`src/rtl/ir_tx.sv`:
```
// ir_tx: NEC infrared transmitter. Serialises {~key, key, custom_r, custom_l}
// LSB-first as leader + 32 pulse-distance bits + stop mark, with an optional
// carrier gated onto the LED drive during marks.
module ir_tx #(
  parameter int unsigned LEAD_MARK    = 450000,
  parameter int unsigned LEAD_SPACE   = 225000,
  parameter int unsigned REP_SPACE    = 112500,
  parameter int unsigned BIT_MARK     = 28000,
  parameter int unsigned ZERO_SPACE   = 28000,
  parameter int unsigned ONE_SPACE    = 84500,
  parameter int unsigned CARRIER_HALF = 658,
  parameter int unsigned CARRIER_EN   = 1
) (
  input  logic       CLOCK_50,
  input  logic       rst,
  input  logic       start_I,
  input  logic       rpt_I,
  input  logic [7:0] custom_l_I,
  input  logic [7:0] custom_r_I,
  input  logic [7:0] key_I,
  output logic       ir_tx_O,
  output logic       env_O,
  output logic       busy_O,
  output logic       done_O,
  output logic [5:0] bit_idx_O
);

  localparam logic [18:0] P_LM  = 19'(LEAD_MARK);
  localparam logic [18:0] P_LS  = 19'(LEAD_SPACE);
  localparam logic [18:0] P_RS  = 19'(REP_SPACE);
  localparam logic [18:0] P_BM  = 19'(BIT_MARK);
  localparam logic [18:0] P_ZS  = 19'(ZERO_SPACE);
  localparam logic [18:0] P_OS  = 19'(ONE_SPACE);
  localparam logic [18:0] P_CH  = 19'(CARRIER_HALF);
  localparam logic        C_EN  = (CARRIER_EN != 0);

  typedef enum logic [2:0] {
    IDLE, LMARK, LSPACE, BMARK, BSPACE, SMARK, FIN
  } state_e;

  state_e      state_q, state_d;
  logic [18:0] cnt_q, cnt_d;
  logic [18:0] ccnt_q, ccnt_d;
  logic        car_q, car_d;
  logic [31:0] frame_q, frame_d;
  logic        rpt_q, rpt_d;
  logic [5:0]  bit_idx_q, bit_idx_d;
  logic [18:0] plen;
  logic        last;
  logic        mark_d;

  logic        ir_q, env_q, busy_q, done_q;
  logic [5:0]  idx_out_q;

  // Phase length of the current state and end-of-phase detect
  always_comb begin
    plen = 19'd1;
    case (state_q)
      LMARK:        plen = P_LM;
      LSPACE:       plen = rpt_q ? P_RS : P_LS;
      BMARK, SMARK: plen = P_BM;
      BSPACE:       plen = frame_q[bit_idx_q[4:0]] ? P_OS : P_ZS;
      default:      plen = 19'd1;
    endcase
    last = (cnt_q == plen - 19'd1);
  end

  // Next-state, frame latch, phase counter and carrier generation
  always_comb begin
    state_d   = state_q;
    frame_d   = frame_q;
    rpt_d     = rpt_q;
    bit_idx_d = bit_idx_q;
    case (state_q)
      IDLE: if (start_I) begin
        frame_d   = {~key_I, key_I, custom_r_I, custom_l_I};
        rpt_d     = rpt_I;
        bit_idx_d = 6'd0;
        state_d   = LMARK;
      end
      LMARK:  if (last) state_d = LSPACE;
      LSPACE: if (last) begin
        if (rpt_q) state_d = SMARK;
        else begin
          bit_idx_d = 6'd0;
          state_d   = BMARK;
        end
      end
      BMARK:  if (last) state_d = BSPACE;
      BSPACE: if (last) begin
        if (bit_idx_q == 6'd31) state_d = SMARK;
        else begin
          bit_idx_d = bit_idx_q + 6'd1;
          state_d   = BMARK;
        end
      end
      SMARK:  if (last) state_d = FIN;
      FIN:    state_d = IDLE;
      default: state_d = IDLE;
    endcase

    cnt_d  = (state_d != state_q) ? 19'd0 : cnt_q + 19'd1;
    mark_d = (state_d == LMARK) || (state_d == BMARK) || (state_d == SMARK);

    // Every mark begins with the carrier high for a full half period
    ccnt_d = 19'd0;
    car_d  = 1'b0;
    if (mark_d && (state_d != state_q)) begin
      ccnt_d = 19'd0;
      car_d  = 1'b1;
    end else if (mark_d) begin
      if (ccnt_q == P_CH - 19'd1) begin
        ccnt_d = 19'd0;
        car_d  = ~car_q;
      end else begin
        ccnt_d = ccnt_q + 19'd1;
        car_d  = car_q;
      end
    end
  end

  // State, datapath and registered outputs derived from the next state
  always_ff @(posedge CLOCK_50) begin
    if (rst) begin
      state_q   <= IDLE;
      cnt_q     <= '0;
      ccnt_q    <= '0;
      car_q     <= 1'b0;
      frame_q   <= '0;
      rpt_q     <= 1'b0;
      bit_idx_q <= '0;
      ir_q      <= 1'b0;
      env_q     <= 1'b0;
      busy_q    <= 1'b0;
      done_q    <= 1'b0;
      idx_out_q <= '0;
    end else begin
      state_q   <= state_d;
      cnt_q     <= cnt_d;
      ccnt_q    <= ccnt_d;
      car_q     <= car_d;
      frame_q   <= frame_d;
      rpt_q     <= rpt_d;
      bit_idx_q <= bit_idx_d;
      env_q     <= mark_d;
      ir_q      <= mark_d & (car_d | ~C_EN);
      busy_q    <= (state_d != IDLE) && (state_d != FIN);
      done_q    <= (state_d == FIN);
      idx_out_q <= ((state_d == BMARK) || (state_d == BSPACE)) ? bit_idx_d : 6'd0;
    end
  end

  assign ir_tx_O   = ir_q;
  assign env_O     = env_q;
  assign busy_O    = busy_q;
  assign done_O    = done_q;
  assign bit_idx_O = idx_out_q;

endmodule

```
`config.mk`:
```
export PLATFORM = sky130hd
export DESIGN_NAME = ir_tx
export DESIGN_NICKNAME = d
export VERILOG_FILES = /design/src/rtl/ir_tx.sv
export SDC_FILE = /design/constraint.sdc
export NUM_CORES = 1
export LEC_CHECK = 0
export CAP_MARGIN = 10
export CORE_UTILIZATION = 58
export DETAILED_ROUTE_END_ITERATION = 12
export PLACE_DENSITY = 0.91
export SYNTH_ARGS = -nofsm -noshare
export SYNTH_HDL_FRONTEND = slang
export SYNTH_SLANG_ARGS = --single-unit
```
`constraint.sdc`:
```
create_clock -name CLOCK_50 -period 3.7 [get_ports CLOCK_50]
set_input_delay 0.37 -clock CLOCK_50 [delete_from_list [all_inputs] [get_ports CLOCK_50]]
set_output_delay 0.37 -clock CLOCK_50 [all_outputs]
set_load 0.005 [all_outputs]
```
* Yosys cells after proc, flatten, opt, wreduce, memory -nomap -nowiden
Index checks and enable logic that the tools add are counted.
Storage, ports and cells: register bits 91, input bits 28, output and inout bits 10
Operators by class: $add $sub $neg 4, order comparisons 1, equality and inequality tests 15, muxes and demuxes 23, bitwise gates (word level) 5, reduce and logical (&&, ||, !) cells 12
Operators by type and width (count):
- 19-bit case mux with 4 select lines | 1
- 19-bit by 1-bit adder with 19-bit output (second input constant) | 2
- 6-bit two-way mux | 5
- 3-bit two-way mux | 8
- 19-bit by 10-bit == test with 1-bit output (second input constant) | 1
- 19-bit == test | 1
- 19-bit by 1-bit subtractor with 19-bit output (second input constant) | 1
- 18-bit two-way mux | 1
- 3-bit case mux with 6 select lines | 1
- 6-bit case mux with 3 select lines | 1
- 17-bit two-way mux | 1
- 3-bit == test (second input constant) | 5
- 3-bit by 2-bit == test with 1-bit output (second input constant) | 3
- 8-bit NOT | 1
- 6-bit by 1-bit adder with 6-bit output (second input constant) | 1
- 3-bit by 1-bit == test with 1-bit output (second input constant) | 2
- 6-bit by 5-bit == test with 1-bit output (second input constant) | 1
- 5-bit by 6-bit < comparator with 1-bit output (second input constant) | 1
- 2-bit OR reduction | 3
- 1-bit binary-select mux with 5-bit select | 1
- 1-bit two-way mux | 4
- 4-bit OR reduction | 1
- 3-bit zero test | 1
- 1-bit logical OR | 3
- other kinds (7) | 10

* Longest topological paths before layout
word-level depth 14, mapped depth 14, mapped depth without buffers 10

* Worst setup path before layout
OpenSTA, ideal clock, no wires.
path type register to register, from register bit_idx_q[0], to register idx_out_q[2], in the netlist bit_idx_O[2], setup time 70 ps, data arrival time 3183 ps, data required time 3630 ps, path slack 447 ps, stages on the path, launching flop included 13, path buffers 2, period minus slack after synthesis 3253 ps, path through dfxtp_1 > buf_6 > mux4_1 > and3_1 > a211oi_2 > or2_4 > mux2i_1 > nor4_4 > and2_1 > buf_6 > a2111oi_4 > mux2_2 > a21oi_1
On the way: longest elaborated chain between the ends 12, elaborated cells on any way between the ends 24, classes of those cells add/sub: 2; eq/ne: 4; mux: 15; bitwise: 1; reduce/logical: 2
RTL lines:
- start, declared | line 47 | logic [5:0] bit_idx_q, bit_idx_d;
- start signal, assigned | line 144 | bit_idx_q <= bit_idx_d;
- 1-bit binary-select mux with 5-bit select | line 62 | BSPACE: plen = frame_q[bit_idx_q[4:0]] ? P_OS : P_ZS;
- 1-bit two-way mux (not written as such) | line 62
- 17-bit two-way mux | line 62
- 19-bit case mux with 4 select lines | line 58 | case (state_q)
- 19-bit by 1-bit subtractor with 19-bit output | line 65 | last = (cnt_q == plen - 19'd1);
- 19-bit == test | line 65
- 3-bit two-way mux (on tied branches)
- 3-bit case mux with 6 select lines | line 74 | case (state_q)
- 3-bit by 2-bit == test with 1-bit output or 3-bit == test (tied branches) | line 149 | idx_out_q <= ((state_d == BMARK) || (state_d == BSPACE)) ? bit_idx_d : 6'd0;
- 1-bit logical OR | line 149
- 1-bit NOT (no line)
- 2-bit OR reduction (no line)
- end signal, assigned | line 149
- end, declared | line 53 | logic [5:0] idx_out_q;
Several ways; a longest one is shown, not always the timed one. The select of a mux whose other input is x is not followed. A chain may end at the register's enable or synchronous reset.

* Worst setup path after layout
from register bit_idx_q[0], to register idx_out_q[5], in the netlist bit_idx_O[5]
Same word-level chain as after synthesis.

==> reports/qor.yml <==
worst_setup_path:
  ff2ff_path_depth: 12
  crit_path_end_kind: "flip-flop"
  critPathMostFrequentCell: "buf_4"
  rr_endpoint: "bit_idx_O[5]"
  cp_cell_sequence: "buf_4 -> mux2i_1 -> a221oi_1 -> a211oi_2 -> or2_4 -> o311a_4 -> nor4_4 -> and2_1 -> buf_4 -> a31oi_1 -> mux2_2 -> a21oi_1"
  worst-path-buf-inv: 2
  cpPeakStageDelay_ns: 0.52
  reg2reg_slack_ns: 0.27
  cp_top_family: "compound AO/OA/AOI/OAI gates"
  critPathKind: "flip-flop to flip-flop"
  crit_slowest_cell: "dfxtp_1"
  r2r_start: "bit_idx_q[0]"
  cp.depth: 12
  crit_path_start_kind: "flip-flop"
  worstPathMaxFanout: 13
  cp_data_arrival_time_ns: 3.74
  cp.required_ns: 4.01
synth:
  syn_inst: 562
  seq_area_frac_synth_pct: 39.3
  synthFlopType: "dfxtp_1"
  yosys_warnings: 0
  synthArstFlopShare_pct: 0
  syn-cell-area_mm2: 0.00463
  ys_types: 69
  syn-num-nets: 594
  avgSynthCellArea_um2: 8.25
  synth_edf_count: 0
  ys_seq_elements: 91
sta:
  slew_viol_final: 0
  final_hold_viol_count: 0
  fin_crit_ns: 3.43
  fin_crit_sh_pct: 92.7
  setup_ws_ns: 0.269
  worstMarginPinSlew_ns: 1.10
  hold_ws_ns: 0.468
  fmax_mhz: 291
  tns_ns: 0
  finClkSkew_ns: 0.0128
  rsz0062_at_grt: "no"
  slew_headroom_pct: 25.7
  setup_violations: 0
routing:
  vias: 4098
  drc: 0
  wirelength_um: 10400
  initialDrtViolationCount: 538
  wl_per_cell_um: 14.9
  vias_per_cell: 5.89
  first_pass_iters: 5
  ant_nets: 0
layout:
  layout_commonest_cell: "dfxtp_1"
  drive_above_1_share_pct: 9.76
  design_area_mm2: 0.00528
  final_cell_mix: "dfxtp_1, nor2_1, nand2_1, a21oi_1, clkdlybuf4s50_1"
  n_fill_cell: 591
  diodes: 0
  area_growth_syn_to_layout_pct: 13.9
  finalNetCount: 621
floorplanning:
  core_area_mm2: 0.00773
  die_w_um: 91.4
  die-area_mm2: 0.00835
  rows: 32
  io_pins: 38
  dieHeight_um: 91.4
  initial_utilization_pct: 60.0
global_route:
  overflow: 0
  grt.total_usage_pct: 26.9
  grt_max_degree: 40
  grt_pass1_wl_um: 18100
  grt_pass1_vias: 3980
  antenna_found_initial: 0
clocking:
  ctsHoldBuffers: 0
  cts_tree: "yes"
  clk_path_buf_depth: 2
  htreeDepth: 3
  clock_latency_ns: 0.38
  cts_sinks: 91
  cts_made_buffers: 9
  cts_root_buf: "clkbuf_8"
  clk_pin_slew_worst_paths_ns: 0.10
placed_design:
  dpl.hpwl_um: 7520
  pre_cts_slack_ns: 0.278
  placed_cell_area_mm2: 0.00506
  gp_congestion: 0.932
  io_buffers: 37
power_and_ir_drop:
  ir_drop_uv: 262
  power_density_mw_per_mm2: 370
  leakagePower_uw: 0.00188
hold_path:
  hp-start: "frame_q[0]"
  hold_end: "frame_q[0]"
  min_path_cells: 2
  hold_path_class: "flip-flop to flip-flop"
status:
  status: "finished, final reports clean"
run:
  maxCapViolations: 0
[sequential cells by signal (all words and copies together), names as in the netlist]
name	flops
state_q	3
bit_idx_q	6
env_O	1
frame_q	32
car_q	1
bit_idx_O	6
ccnt_q	19
busy_O	1
ir_tx_O	1
cnt_q	19
rpt_q	1
done_O	1
[area by class of cell]
type / instances / area [um^2] / share of cell area (%)
Clock inverter: 6 / 57.6 / 1.09
Timing Repair Buffer: 52 / 503 / 9.53
Tap cell: 102 / 128 / 2.42
Sequential cell: 91 / 1820 / 34.5
Multi-Input combinational cell: 423 / 2590 / 49.1
Clock buffer: 10 / 128 / 2.42
Inverter: 12 / 45.0 / 0.853
[cells in the mapped netlist, drive strengths merged (2+ instances only)]
cell type / number / area (um^2)
dfxtp: 91 / 1820
nand2: 86 / 323
nor2: 86 / 323
a21oi: 51 / 255
clkbuf: 23 / 86.3
xor2: 19 / 166
xnor2: 17 / 149
nand3: 14 / 82.6
buf: 13 / 93.8
mux2i: 12 / 120
nor2b: 12 / 75.1
o21ai: 12 / 60.1
and3: 11 / 68.8
inv: 11 / 41.3
a31oi: 8 / 50.1
nor3: 7 / 35.0
a221oi: 6 / 71.3
nand4: 6 / 37.5
a211oi: 5 / 52.6
nand2b: 5 / 31.3
nor4: 5 / 46.3
or2: 5 / 33.8
and2: 4 / 25.0
ha: 4 / 50.1
mux4: 4 / 97.6
nand3b: 4 / 42.5
a311oi: 3 / 32.5
mux2: 3 / 33.8
or3b: 3 / 26.3
a2111oi: 2 / 36.3
a2bb2oi: 2 / 17.5
a41o: 2 / 20.0
nor4b: 2 / 23.8
o221ai: 2 / 17.5
o311a: 2 / 31.3
or4: 2 / 15.0
[worst max-delay path by stage]
| stage | start | endpoint | slack (ns) |
|---|---|---|---|
| 6_report | bit_idx_q[0] | bit_idx_O[5] | 0.27 |
| 5_1_grt | state_q[0] | bit_idx_O[0] | 0.05 |
| 4_1_cts | state_q[1] | bit_idx_O[5] | 0.24 |
| 3_5_place_dp | state_q[1] | bit_idx_O[3] | 0.28 |
| 3_3_place_gp | bit_idx_q[0] | bit_idx_O[5] | 0.41 |
| 2_1_floorplan | bit_idx_q[0] | bit_idx_O[2] | 0.45 |
[timing repair]
item                       4_1_cts  5_1_grt
resized for setup                0        2
buffers inserted                 0        0
setup endpoints to repair        0       29
hold endpoints to repair         0        0
[tightest hold or removal path, stage by stage (launching register included)]
cell     delay [ns]
dfxtp_1        0.32
nand2_1        0.06
a21oi_1        0.05
[layer usage]
metal	track usage, %	routed length [um]
met1	32.4	4300
met2	45.1	5120
met3	5.11	601
met4	14.4	333
met5	0	0
[stage by stage]
stage | util, % | instances | total power, uW
6_report | 68.3 | 696 | 1950
5_1_grt | 68.3 | 696 | 2030
4_1_cts | 67.8 | 695 | 1950
2_1_floorplan | - | 562 | 1230
3_3_place_gp | 65.4 | 679 | 1300
3_5_place_dp | 65.4 | 679 | 1310
[where the power goes]
part / switching (uW) / internal (uW)
logic: 142 / 119
registers: 28.9 / 1010
clock network: 386 / 261
[logic make-up (layout without fill, tap and decap cells)]
group                      after synthesis  count (layout)  synth area share (%)
AOI/OAI and AO/OA                      107             107                  16.0
and+or+nand+nor                        257             257                  26.5
xor gates and xnor gates                36              36                  6.80
adders and majority gates                4               4                  1.08
muxes                                   19              19                  5.43
DFF                                     91              91                  39.3
buffers and inverters                   48              80                  4.86
Power figures use the tool's default switching activity.
